**src/rtl/fcvt_arbiter.sv**
```systemverilog
// fcvt_arbiter: round-robin front end for a shared, fixed-latency float/int
// converter. Two requesters issue ftoi/itof operations; the arbiter registers
// the winning operand/opcode toward the converter, carries {live, id, tag}
// alongside it for LAT edges, and captures cvt_y into the originating
// requester's result registers as a one-cycle pulse.
//
// Timing for an operation accepted at edge E:
//   after E        : cvt_x/cvt_op hold the operand, operand-side meta is live
//   after E+k      : meta sits in tag stage k-1 (k = 1..LAT)
//   after E+LAT    : cvt_y valid, last tag stage names its owner
//   after E+LAT+1  : resN_valid/resN_data/resN_tag presented for one cycle
module fcvt_arbiter #(
    parameter int LAT  = 1,
    parameter int TAGW = 5
) (
    input  logic            clk,
    input  logic            rstn,

    input  logic            req0_valid,
    output logic            req0_ready,
    input  logic            req0_op,
    input  logic [31:0]     req0_data,
    input  logic [TAGW-1:0] req0_tag,

    input  logic            req1_valid,
    output logic            req1_ready,
    input  logic            req1_op,
    input  logic [31:0]     req1_data,
    input  logic [TAGW-1:0] req1_tag,

    output logic            cvt_valid,
    output logic            cvt_op,
    output logic [31:0]     cvt_x,
    input  logic [31:0]     cvt_y,

    output logic            res0_valid,
    output logic [31:0]     res0_data,
    output logic [TAGW-1:0] res0_tag,

    output logic            res1_valid,
    output logic [31:0]     res1_data,
    output logic [TAGW-1:0] res1_tag,

    output logic            busy
);

    typedef struct packed {
        logic            live;
        logic            id;
        logic [TAGW-1:0] tag;
    } meta_t;

    // last_q holds the id granted most recently; reset to 1 so requester 0
    // wins the first contended cycle.
    logic            last_q, last_d;
    logic            gnt0, gnt1;

    logic            cvt_valid_q, cvt_valid_d;
    logic            cvt_op_q,    cvt_op_d;
    logic [31:0]     cvt_x_q,     cvt_x_d;
    logic            op_id_q,     op_id_d;
    logic [TAGW-1:0] op_tag_q,    op_tag_d;

    meta_t           meta_q [LAT];
    meta_t           meta_in;
    meta_t           meta_out;
    logic            pipe_live;

    logic            res0_valid_q, res0_valid_d;
    logic [31:0]     res0_data_q,  res0_data_d;
    logic [TAGW-1:0] res0_tag_q,   res0_tag_d;
    logic            res1_valid_q, res1_valid_d;
    logic [31:0]     res1_data_q,  res1_data_d;
    logic [TAGW-1:0] res1_tag_q,   res1_tag_d;

    // Round-robin grant; no grant at all while reset is held.
    always_comb begin
        gnt0 = 1'b0;
        gnt1 = 1'b0;
        if (rstn) begin
            if (req0_valid && req1_valid) begin
                gnt0 = last_q;
                gnt1 = ~last_q;
            end else begin
                gnt0 = req0_valid;
                gnt1 = req1_valid;
            end
        end
    end

    // Pointer moves only on an actual grant; operand stage loads the winner.
    always_comb begin
        last_d      = last_q;
        cvt_valid_d = gnt0 | gnt1;
        cvt_op_d    = cvt_op_q;
        cvt_x_d     = cvt_x_q;
        op_id_d     = op_id_q;
        op_tag_d    = op_tag_q;
        if (gnt0) begin
            last_d   = 1'b0;
            cvt_op_d = req0_op;
            cvt_x_d  = req0_data;
            op_id_d  = 1'b0;
            op_tag_d = req0_tag;
        end else if (gnt1) begin
            last_d   = 1'b1;
            cvt_op_d = req1_op;
            cvt_x_d  = req1_data;
            op_id_d  = 1'b1;
            op_tag_d = req1_tag;
        end
    end

    // Arbitration pointer and operand register toward the converter.
    always_ff @(posedge clk or negedge rstn) begin
        if (!rstn) begin
            last_q      <= 1'b1;
            cvt_valid_q <= 1'b0;
            cvt_op_q    <= 1'b0;
            cvt_x_q     <= '0;
            op_id_q     <= 1'b0;
            op_tag_q    <= '0;
        end else begin
            last_q      <= last_d;
            cvt_valid_q <= cvt_valid_d;
            cvt_op_q    <= cvt_op_d;
            cvt_x_q     <= cvt_x_d;
            op_id_q     <= op_id_d;
            op_tag_q    <= op_tag_d;
        end
    end

    assign meta_in  = {cvt_valid_q, op_id_q, op_tag_q};
    assign meta_out = meta_q[LAT-1];

    // Tag pipe: shifts every edge with no stall, so its last stage lines up
    // with the converter output. Reset clears every live bit.
    always_ff @(posedge clk or negedge rstn) begin
        if (!rstn) begin
            for (int i = 0; i < LAT; i++) begin
                meta_q[i] <= '0;
            end
        end else begin
            meta_q[0] <= meta_in;
            for (int i = 1; i < LAT; i++) begin
                meta_q[i] <= meta_q[i-1];
            end
        end
    end

    // Any live operation still travelling through the tag pipe.
    always_comb begin
        pipe_live = 1'b0;
        for (int i = 0; i < LAT; i++) begin
            pipe_live = pipe_live | meta_q[i].live;
        end
    end

    // Result steering: only the owning requester's registers update; the
    // other side keeps its last data/tag.
    always_comb begin
        res0_valid_d = meta_out.live & ~meta_out.id;
        res1_valid_d = meta_out.live &  meta_out.id;
        res0_data_d  = res0_data_q;
        res0_tag_d   = res0_tag_q;
        res1_data_d  = res1_data_q;
        res1_tag_d   = res1_tag_q;
        if (res0_valid_d) begin
            res0_data_d = cvt_y;
            res0_tag_d  = meta_out.tag;
        end
        if (res1_valid_d) begin
            res1_data_d = cvt_y;
            res1_tag_d  = meta_out.tag;
        end
    end

    // Result registers; valid bits fall after one cycle unless refilled.
    always_ff @(posedge clk or negedge rstn) begin
        if (!rstn) begin
            res0_valid_q <= 1'b0;
            res0_data_q  <= '0;
            res0_tag_q   <= '0;
            res1_valid_q <= 1'b0;
            res1_data_q  <= '0;
            res1_tag_q   <= '0;
        end else begin
            res0_valid_q <= res0_valid_d;
            res0_data_q  <= res0_data_d;
            res0_tag_q   <= res0_tag_d;
            res1_valid_q <= res1_valid_d;
            res1_data_q  <= res1_data_d;
            res1_tag_q   <= res1_tag_d;
        end
    end

    assign req0_ready = gnt0;
    assign req1_ready = gnt1;

    assign cvt_valid  = cvt_valid_q;
    assign cvt_op     = cvt_op_q;
    assign cvt_x      = cvt_x_q;

    assign res0_valid = res0_valid_q;
    assign res0_data  = res0_data_q;
    assign res0_tag   = res0_tag_q;
    assign res1_valid = res1_valid_q;
    assign res1_data  = res1_data_q;
    assign res1_tag   = res1_tag_q;

    assign busy = cvt_valid_q | pipe_live | res0_valid_q | res1_valid_q;

endmodule

```
**config.mk**
```make
export PLATFORM = sky130hd
export DESIGN_NAME = fcvt_arbiter
export DESIGN_NICKNAME = d
export VERILOG_FILES = /design/src/rtl/fcvt_arbiter.sv
export SDC_FILE = /design/constraint.sdc
export NUM_CORES = 1
export LEC_CHECK = 0
export ABC_CLOCK_PERIOD_IN_PS = 4800
export BUFFER_PORTS_ARGS = -buffer_cell sky130_fd_sc_hd__buf_2
export CAP_MARGIN = 40
export CORE_MARGIN = 4
export CORE_UTILIZATION = 51
export DETAILED_ROUTE_END_ITERATION = 6
export MAX_ROUTING_LAYER = met4
export PLACE_DENSITY = 0.85
export SYNTH_ARGS = -nofsm -noshare
export SYNTH_HDL_FRONTEND = slang
export SYNTH_SLANG_ARGS = --single-unit
```
**constraint.sdc**
```tcl
create_clock -name clk -period 4.8 [get_ports clk]
set_clock_uncertainty 0.2 [all_clocks]
set_input_delay 0.96 -clock clk [delete_from_list [all_inputs] [get_ports clk]]
set_output_delay 0.96 -clock clk [all_outputs]
set_load 0.005 [all_outputs]
```
After elaboration in Yosys (flattened, before gate mapping)
Cells that the tools add are included.

word-level totals
  register bits = 124
  output and inout bits = 113
  word-level logic and storage cells = 37

cells by class
  muxes and demuxes = 12
  bitwise logic cells = 8
  reduce and logical (&&, ||, !) cells = 2

operators by type and width
  operator            number
  two-way mux 32 bit  2
  two-way mux 5 bit   2
  two-way mux 1 bit   8
  bitwise OR 1 bit    4
  AND 1 bit           2
  NOT 1 bit           2
  nonzero test 2 bit  1
  logical AND 1 bit   1

Logic depth before layout (Yosys ltp)
  depth in word-level cells = 5
  mapped depth = 5
  gate-level depth less buffers = 3

Worst setup path before layout
Ideal clock, no wire load.

  kind = input to output
  from = input port rstn
  to = output port req0_ready
  arrival = 1.468 ns
  slack = 2.172 ns
  cell stages on the path = 4
  buffers on the path = 2
  cell sequence = nand2_2 -> buf_6 -> clkbuf_1 -> nor2_1

between the ends
  word-level cells in the longest chain between the ends = 1

RTL lines
  element             line  text
  start: declaration  17    input logic rstn,
  two-way mux 1 bit   80    if (rstn) begin
  end: declaration    20    output logic req0_ready,

Every way passes these cells.

Worst setup path after layout
  from = input port rstn
  to = output port req1_ready

between the ends
  word-level cells in the longest chain between the ends = 1

RTL lines
  element            line  text
  two-way mux 1 bit  80
  end: declaration   26    output logic req1_ready,

Every way passes these cells.

==> flow_summary.toml <==
[outcome]
status = "complete, no violations"

[die]
design.die.area_um2 = 11700
dieWidth_um = 108
floorplan.io_pins = 225
initial_core_util_pct = 52.3
core.rowCount = 36
core-area_um2 = 9770
die_y_um = 108

[min_path]
worstHoldPathType = "reg -> reg"
min_from = "op_tag_q[3]"
timing.hold.worst_path_depth = 0
min_delay_worst_endpoint = "meta_out[3]"

[clock_tree]
ctsHoldBuffers = 0
cts.sinks = 124
clock_tree.buffer_depth = 2
cts_tree = "yes"
cts_made_buffers = 17
worst_skew_pair.late_latency_ns = 0.51
post_cts.resized_instances = 0
cts-root-buf = "sky130_fd_sc_hd__clkbuf_8"
htree_levels = 4
cts_setup_buffers = 0
path_clk_slew_ns = 0.05

[final_layout]
antenna_cells = 0
area_growth_synth_to_finish_pct = 36.1
layout.core_utilization_pct = 71.1
nets = 727
number_of_fillers_in_the_final_layout = 698
final_layout_size_suffix_gt1_share_pct = 54.3
final-instance-count-excl-fill = 761

[detailed_routing]
drt_drc_violations_left = 0
avgViaCountPerCell = 5.25
drt-initial-drc-count = 167
detailedRoute.firstPassIterationCount = 4
postRouteWirelength_um = 13200
vias = 3993
drtAntennaViolNets = 0
wire_length_per_cell_after_detailed_routing_um = 17.3

[grt]
globalRouteTotalUtil_pct = 23.6
grt_max_degree = 77
first_global_vias = 3975
gr-total-overflow = 0
wire_length_of_the_first_global_routing_pass_um = 20400
antenna_found_initial = 0

[timing]
report.final.slew_viol_count = 0
worst_pin_slew_ns = 0.667
fin_setup_tns_ns = 0
timing.fmax_mhz = 335
finalSetupViolations = 0
finalHoldViolations = 0
final.period_utilization_pct = 62.2
maxSlewHeadroom_pct = 55.5
grt_setup_unrepaired = "no"
postLayoutSetupSlackWorst_ns = 1.81
crit_path_time_final_ns = 2.99

[job]
max_cap_viol_count = 0

[setup_path]
timing.critical_path.cells = "buf_4 > nand3_1 > inv_1 > buf_2"
critical_path_data_arrival_time_ns = 1.83
r2r_cells = 4
cpLargestDelayFamily = "buffers and inverters"
crit_fanout = 44
crit_path_start_kind = "input pin"
crit_type = "in -> out"
critical_path.n_buffers_inverters = 3
critPathMaxStageDelay_ns = 0.45
worstPathRequired_ns = 3.64
reg2reg_setup_slack_ns = 2.89
timing.rr.end = "cvt_x[4]"
crit_path_end_kind = "output port"
worstReg2RegStart = "last_q"
cp_slowest_cell = "sky130_fd_sc_hd__buf_4"

[power_and_ir_drop]
ir_drop_mv = 0.219
static_leakage_uw = 0.00326
totalPowerFinal_uw = 3370
power_per_cell_area_nw_per_um2 = 485

[synth]
synthDominantCellAreaShare_pct = 60.3
synth.net_count = 510
synthesis.instances = 398
synthDistinctLibCells = 19
netlist_area_um2 = 5110
synth_area_per_cell_um2 = 12.8
ys_ff_latch = 124
post-synth-top-area-cell = "sky130_fd_sc_hd__dfrtp_1"
count_of_warnings_emitted_by_yosys = 0
yosysSeqAreaShare_pct = 60.8
synth_area_leaders = "sky130_fd_sc_hd__dfrtp_1, sky130_fd_sc_hd__mux2_2, sky130_fd_sc_hd__or3b_1"

[placement]
place_ws_ns = 1.64
gp_congestion = 0.796
dp_hpwl_um = 9150
dp_cells = 729
numPortBuffers = 224
-- stage by stage --
step | area, um^2 | hold WS (ns)
CTS | 6950 | 0.180
global placement | 6260 | 0.161
detailed placement | 6310 | 0.166
finish | 6950 | 0.174
global route | 6950 | 0.183
floorplan | 5110 | 0.154
-- metal layers --
layer  vias to the layer above  wire length [um]  track usage, %
li1                       1873                 -               -
met1                      1897              5390            28.5
met2                       205              6390            38.0
met3                        18              1220            7.70
met4                         0               180            7.12
met5                         -                 0               -
-- kinds of logic after synthesis --
kind of cell | Yosys count | share of synthesized area, %
multiplexers | 74 | 16.3
AO/OA/AOI/OAI | 79 | 8.72
flip-flops | 124 | 60.8
buffers and inverters | 37 | 3.89
AND/OR/NAND/NOR | 84 | 10.3
-- placed cells by master, fill, tap and decap left out, drive strengths merged --
| cell type | n |
|---|---|
| o21a | 1 |
| inv | 5 |
| dfrtp | 123 |
| clkbuf | 22 |
| nand2 | 3 |
| clkinv | 2 |
| or3b | 38 |
| or4 | 1 |
| bufinv | 4 |
| dfstp | 1 |
| buf | 231 |
| clkinvlp | 3 |
| nor2 | 39 |
| o21ai | 40 |
| nor2b | 2 |
| mux2 | 74 |
| a31oi | 38 |
| nand3 | 1 |
-- synth_stat cells --
master / number
sky130_fd_sc_hd__dfrtp_1: 123
sky130_fd_sc_hd__mux2_2: 74
sky130_fd_sc_hd__o21ai_0: 40
sky130_fd_sc_hd__nor2_1: 39
sky130_fd_sc_hd__a31oi_1: 38
sky130_fd_sc_hd__or3b_1: 38
sky130_fd_sc_hd__clkbuf_1: 14
sky130_fd_sc_hd__buf_2: 12
sky130_fd_sc_hd__buf_6: 5
sky130_fd_sc_hd__inv_1: 4
sky130_fd_sc_hd__buf_4: 2
sky130_fd_sc_hd__nand2_1: 2
sky130_fd_sc_hd__dfstp_2: 1
sky130_fd_sc_hd__nand2_2: 1
sky130_fd_sc_hd__nand3_1: 1
sky130_fd_sc_hd__nor2b_1: 1
sky130_fd_sc_hd__nor2b_4: 1
sky130_fd_sc_hd__o21a_1: 1
sky130_fd_sc_hd__or4_1: 1
-- registers in the layout (all words and copies together), names as in the netlist --
register	flops
cvt_op	1
cvt_valid	1
cvt_x	32
last_q	1
meta_out	6
op_id_q	1
op_tag_q	5
pipe_live	1
res0_data	32
res0_tag	5
res0_valid	1
res1_data	32
res1_tag	5
res1_valid	1
-- worst max path at each step --
stage	start	end	slack [ns]	depth (start not counted)
3_3_place_gp	rstn	cvt_x[20]	1.77	5
5_1_grt	rstn	req1_ready	1.65	4
6_report	rstn	req1_ready	1.81	4
4_1_cts	rstn	req1_ready	1.78	4
2_1_floorplan	rstn	req0_ready	2.17	4
3_5_place_dp	rstn	cvt_x[20]	1.64	5
-- where the power goes --
group | internal [uW] | switching [uW] | leakage, uW
Clock | 898 | 439 | 0.000304
Combinational | 350 | 284 | 0.00153
Sequential | 1270 | 132 | 0.00143
Total | 2520 | 856 | 0.00326
-- worst reg2reg max path, cell delays in order (launching register included) --
cell                      delay, ns
sky130_fd_sc_hd__dfstp_2       0.57
sky130_fd_sc_hd__nor2b_4       0.05
sky130_fd_sc_hd__buf_4         0.29
sky130_fd_sc_hd__or3b_1        0.47
sky130_fd_sc_hd__a31oi_1       0.23
-- layout make-up --
class                      instances  area (um^2)  area share, %
timing repair buffer             231         1220           17.5
clock inverter                    10          161           2.32
sequential                       124         3100           44.7
clock buffer                      22          473           6.81
inverter                           4         15.0          0.216
multi-input combinational        237         1810           26.1
tap                              133          166           2.39
Note: power is estimated with default switching activity, not from simulation.
